==> src/rtl/autoencoder_pkg.sv <==
// autoencoder_pkg: shared lane geometry and serializer state encoding.
// Revision 1.0
`default_nettype none

package autoencoder_pkg;

  localparam int DATA_W  = 16;
  localparam int N_LANES = 4;

  typedef enum logic [0:0] {
    ST_IDLE = 1'b0,
    ST_SEND = 1'b1
  } state_e;

endpackage : autoencoder_pkg

`default_nettype wire

==> src/rtl/mux_4_1.sv <==
// mux_4_1: combinational 4-to-1 lane selector, DATA_W bits per lane.
// Revision 1.0
`default_nettype none

module mux_4_1 #(
  parameter int DATA_W = autoencoder_pkg::DATA_W
) (
  input  logic [DATA_W-1:0] lane0_i,
  input  logic [DATA_W-1:0] lane1_i,
  input  logic [DATA_W-1:0] lane2_i,
  input  logic [DATA_W-1:0] lane3_i,
  input  logic [1:0]        sel_i,
  output logic [DATA_W-1:0] data_o
);

  always_comb begin
    data_o = lane0_i;
    case (sel_i)
      2'd0:    data_o = lane0_i;
      2'd1:    data_o = lane1_i;
      2'd2:    data_o = lane2_i;
      2'd3:    data_o = lane3_i;
      default: data_o = lane0_i;
    endcase
  end

endmodule : mux_4_1

`default_nettype wire

==> src/rtl/mux_4_1_serializer.sv <==
// mux_4_1_serializer: captures a 4-lane frame and emits it one word per accepted beat.
// Revision 1.0 -- optional out_last port enabled by defining MUX41_LAST_FLAG_EN.
`default_nettype none

module mux_4_1_serializer #(
  parameter int DATA_W  = autoencoder_pkg::DATA_W,
  parameter int N_LANES = autoencoder_pkg::N_LANES
) (
  input  logic              clk,
  input  logic              rst_n,
  input  logic              in_valid,
  output logic              in_ready,
  input  logic [DATA_W-1:0] in_1,
  input  logic [DATA_W-1:0] in_2,
  input  logic [DATA_W-1:0] in_3,
  input  logic [DATA_W-1:0] in_4,
  output logic [DATA_W-1:0] out_data,
  output logic [1:0]        out_sel,
  output logic              out_valid,
  input  logic              out_ready,
`ifdef MUX41_LAST_FLAG_EN
  output logic              out_last,
`endif
  output logic              busy
);

  import autoencoder_pkg::*;

  // Only N_LANES == 4 is supported; the select width follows from it.
  localparam int               SEL_W    = $clog2(N_LANES);
  localparam logic [SEL_W-1:0] LAST_SEL = SEL_W'(N_LANES - 1);

  state_e            state_q, state_d;
  logic [SEL_W-1:0]  sel_q, sel_d;
  logic [DATA_W-1:0] lane_q [N_LANES];
  logic [DATA_W-1:0] lane_d [N_LANES];
  logic [DATA_W-1:0] mux_data;

  always_ff @(posedge clk or negedge rst_n) begin
    if (!rst_n) begin
      state_q <= ST_IDLE;
      sel_q   <= '0;
      for (int i = 0; i < N_LANES; i++) begin
        lane_q[i] <= '0;
      end
    end else begin
      state_q <= state_d;
      sel_q   <= sel_d;
      for (int i = 0; i < N_LANES; i++) begin
        lane_q[i] <= lane_d[i];
      end
    end
  end

  always_comb begin
    state_d = state_q;
    sel_d   = sel_q;
    for (int i = 0; i < N_LANES; i++) begin
      lane_d[i] = lane_q[i];
    end
    case (state_q)
      ST_IDLE: begin
        if (in_valid) begin
          lane_d[0] = in_1;
          lane_d[1] = in_2;
          lane_d[2] = in_3;
          lane_d[3] = in_4;
          sel_d     = '0;
          state_d   = ST_SEND;
        end
      end
      ST_SEND: begin
        // in_valid is deliberately not looked at here: held words stay frozen.
        if (out_ready) begin
          if (sel_q == LAST_SEL) begin
            sel_d   = '0;
            state_d = ST_IDLE;
          end else begin
            sel_d = sel_q + 1'b1;
          end
        end
      end
      default: begin
        state_d = ST_IDLE;
        sel_d   = '0;
      end
    endcase
  end

  mux_4_1 #(
    .DATA_W (DATA_W)
  ) u_mux (
    .lane0_i (lane_q[0]),
    .lane1_i (lane_q[1]),
    .lane2_i (lane_q[2]),
    .lane3_i (lane_q[3]),
    .sel_i   (sel_q),
    .data_o  (mux_data)
  );

  always_comb begin
    in_ready  = (state_q == ST_IDLE);
    out_valid = (state_q == ST_SEND);
    busy      = (state_q == ST_SEND);
    out_sel   = sel_q;
    out_data  = mux_data;
  end

`ifdef MUX41_LAST_FLAG_EN
  assign out_last = out_valid && (sel_q == LAST_SEL);
`endif

endmodule : mux_4_1_serializer

`default_nettype wire

==> config.mk <==
export PLATFORM = sky130hd
export DESIGN_NAME = mux_4_1_serializer
export DESIGN_NICKNAME = d
export VERILOG_FILES = /design/src/rtl/autoencoder_pkg.sv /design/src/rtl/mux_4_1.sv /design/src/rtl/mux_4_1_serializer.sv
export SDC_FILE = /design/constraint.sdc
export NUM_CORES = 1
export LEC_CHECK = 0
export CAP_MARGIN = 10
export CORE_ASPECT_RATIO = 1.1
export CORE_UTILIZATION = 52
export DETAILED_ROUTE_END_ITERATION = 6
export PLACE_DENSITY = 0.95
export RECOVER_POWER = 100
export SYNTH_ARGS = -nofsm -noshare
export SYNTH_HDL_FRONTEND = slang
export SYNTH_HIERARCHICAL = 1
export SYNTH_SLANG_ARGS = --single-unit
==> constraint.sdc <==
create_clock -name clk -period 2.7 [get_ports clk]
set_input_delay 0.81 -clock clk [delete_from_list [all_inputs] [get_ports clk]]
set_output_delay 0.81 -clock clk [all_outputs]
set_load 0.02 [all_outputs]
==> impl_results.md, run 1 <==
- Max Root-Sink Buffers: 2
- Vias in the first global route: 2,081
- DR iter-0 viols: 66
- Setup TNS: 0 ns
- Cell accounting for the most synthesized area: dfrtp_1
- DRT Wirelength: 6.12 mm
- Overall Global Routing Usage: 21.5%
- Global route overflow: 0
- Tmin final: 2.64 ns
- Total number of vias: 1,829
- Placed Area: 4150 µm²
- Type of the worst min-delay path: reg2reg
- Initial core utilization: 55.3%
- Switching Power: 1.53 mW
- Post-CTS setup buffer count: 0
- Mean Syn Cell Area: 19.0 µm²
- Slew Limit Fails: 28
- Ys Warns: 6
- Peak Freq: 379 MHz
- Routability cong.: 0.756
- Final net count: 335
- Largest fanout on the critical path: 13
- H-tree depth: 3
- Combinational share of power: 43.3%
- Detailed Place HPWL: 4.55 mm
- Drt wl/cell: 17.6 µm
- Clock Power Share: 18.4%
- R2R Path Start: busy$_DFF_PN0_
- CTS root buf: clkbuf_8
- Cell Pwr Density: 1130 nW/µm²
- Initial antenna violation count: 0
- Clock Latency Late Sink: 0.34 ns
- Full die area: 6620 µm²
- Sequential share of power: 38.3%
- Slew margin rel.: -1.91%
- Num CTS Buffers: 9
- Hold Fails Final Rpt: 0
- Share of cells above drive strength 1: 15.5%
- #FFs+latches synth: 67
- RSZ-0062 raised after global routing: yes
- Sw frac: 32.9%
- CP Launch Type: register
- Yosys cell types: 19
- Period utilization: 97.6%
- Post-synthesis instance area: 3270 µm²
- Least-Margin Pin Slew: 1.53 ns
- Failing checks: capacitance limit, slew limit
- # port buffers: 88
- Clock sinks: 67
- Die Ht: 85.2 µm
- Leak: 1.78 nW
- Detail Route Antenna Nets: 0
- Max cap viols: 1
- Family with the most delay on the worst path: multiplexers
- CP Cell Sequence: buf_6, mux4_1, dlygate4sd2_1
- Crit path buffers/inverters: 2
- Outcome: finished, violations left
- Core outline area: 5910 µm²
- CTS tree: yes
- # diodes: 0
- Crit path DAT: 1.83 ns
- Top post-synthesis cells by area: dfrtp_1 (51%), mux2_4 (28%), mux4_2 (6.9%)
- Via/cell ratio: 5.26
- Rows: 29
- Post-Syn Instances: 172
- Final setup violation count: 0
- Chip Width: 77.6 µm
- Critical Path End Type: output pin
- First-pass GRT wire length: 10.3 mm
- CP Data Required Time: 1.89 ns
- Worst clock skew: 0.00378 ns
- Clk slew on worst S/H paths: 0.07 ns
- Drt drc: 0
- Final Instance Area: 4110 µm²
- Area delta synth->final: 25.6%
- Area share of the largest cell type after synthesis: 51.2%
- # IOs: 89
- Detailed Routing Iterations Pass 1: 4
- Peak VDD IR: 0.602 mV
- Crit path max-delay cell type: mux4_1
- CP Class: reg2out
- Setup crit start: out_sel[0]$_DFFE_PN0P_
- Hold path startpoint: lane_q[24]$_DFFE_PN0P_
- Seq/Total Area, Yosys: 51.2%
- Int Power: 3.13 mW
- Slowest stage delay, CP: 0.57 ns
- Largest net degree at the start of global routing: 41
- Synthesized Nets: 241
## worst reg2reg max path: stages (launching register included)
cell,delay (ns)
dfrtp_1,0.46
nor2b_4,0.14
buf_2,0.68
mux2_1,0.43
## repair_timing
item                                    in CTS  in global routing
endpoints found under the setup margin      16                  4
gates resized for setup                     17                  0
hold buffers                                 0                  0
hold endpoints to repair                     0                  0
## sequential cells by signal, indices dropped and copies added (netlist names)
| name | flops |
|---|---|
| busy | 1 |
| lane_q | 64 |
| out_sel | 2 |
## stage by stage
stage,total power [mW],util [%],instances,worst slack [ns],hold WS (ns)
final,4.66,69.5,348,0.0642,0.484
after global routing,4.93,69.5,348,-0.00808,0.504
after CTS,5.17,73.4,348,0.0334,0.486
after detailed placement,4.44,70.2,332,0.161,0.489
after global placement,4.34,70.2,332,0.202,0.484
after floorplan,3.60,-,172,0.488,0.472
## cell families (layout without fill, tap and decap cells)
family | count (synthesis) | in the layout | share of synthesized area (%)
mux | 81 | 81 | 40.9
compound gates | 4 | 4 | 0.650
flops | 67 | 67 | 51.2
fa+ha+maj | 1 | 1 | 0.382
buf+inv | 14 | 113 | 6.00
simple gates | 5 | 5 | 0.841
## layer usage
| layer | vias to the layer above | share of wire [%] | wire length, µm | global-route usage [%] |
|---|---|---|---|---|
| met2 | 50 | 53 | 3240 | 36.2 |
| met1 | 943 | 40 | 2450 | 24.9 |
| met5 | - | 0 | 0 | 0 |
| met3 | 9 | 5.4 | 329 | 6.99 |
| met4 | 0 | 1.7 | 104 | 10.1 |
| li1 | 827 | - | - | - |
## Yosys cell counts
library cell and number:
a31oi_1 1, buf_6 1, buf_12 8, ha_1 1, nor3b_1 1, mux2i_1 1, nand2_1 2, nor2_1 1
mux2_4 60, mux4_1 6, inv_1 2, buf_4 1, dfrtp_1 67, o21ai_0 2, buf_2 2, a21oi_1 1
mux4_2 10, mux2_2 4, nor2b_2 1
## power groups by stage
| stage | Sequential, mW | Combinational, mW | Clock [mW] |
|---|---|---|---|
| CTS | 1.82 | 2.47 | 0.892 |
| global route | 1.85 | 2.16 | 0.932 |
| detailed placement | 1.82 | 2.62 | 0 |
| finish | 1.78 | 2.02 | 0.856 |
| global placement | 1.78 | 2.56 | 0 |
| floorplan | 1.74 | 1.87 | 0 |
## worst paths after layout
path                       cells past startpoint                      to  slack [ns]
setup / recovery                               3             out_data[0]        0.06
hold / removal                                 1  lane_q[24]$_DFFE_PN0P_        0.48
setup reg to reg                               3   lane_q[6]$_DFFE_PN0P_        0.88
hold reg to reg                                1  lane_q[24]$_DFFE_PN0P_        0.48
max in group asynchronous                      1  lane_q[59]$_DFFE_PN0P_        0.97
min in group asynchronous                      1  lane_q[32]$_DFFE_PN0P_        0.83
## cell type report
type	instances	area [µm²]
repair buffers	95	918
inverters	2	7.51
clock buffers	15	176
clock inverters	1	30.0
multi-input cells	91	1210
well taps	77	96.3
fillers	452	1800
flip-flops and latches	67	1680
## placed cells by master (no fill, tap or decap)
master           count
bufinv_16            1
clkbuf_2             1
buf_6                1
clkbuf_1             4
dfrtp_1             67
a31oi_1              1
o21ai_0              2
buf_2                1
a21oi_1              1
clkbuf_8            12
mux4_1               6
dlygate4sd2_1       16
nor2b_4              1
mux2i_1              1
nor2_1               1
mux2_4               7
nor3b_1              1
ha_1                 1
mux4_2              10
mux2_1              53
inv_1                2
dlygate4sd3_1        7
clkdlybuf4s50_1     64
nand2_1              2
buf_4                3
mux2_2               4
buf_12               1
Power figures use the tool's default switching activity.
==> inputs of run 2 (changes only) <==
--- a/config.mk
+++ b/config.mk
@@ -9,6 +9,7 @@
 export CORE_ASPECT_RATIO = 1.1
 export CORE_UTILIZATION = 52
 export DETAILED_ROUTE_END_ITERATION = 6
+export HOLD_SLACK_MARGIN = 0.1
 export PLACE_DENSITY = 0.95
 export RECOVER_POWER = 100
 export SYNTH_ARGS = -nofsm -noshare
==> results of run 2 <==
The final DEF is identical to that of run 1; final timing and power are the same.
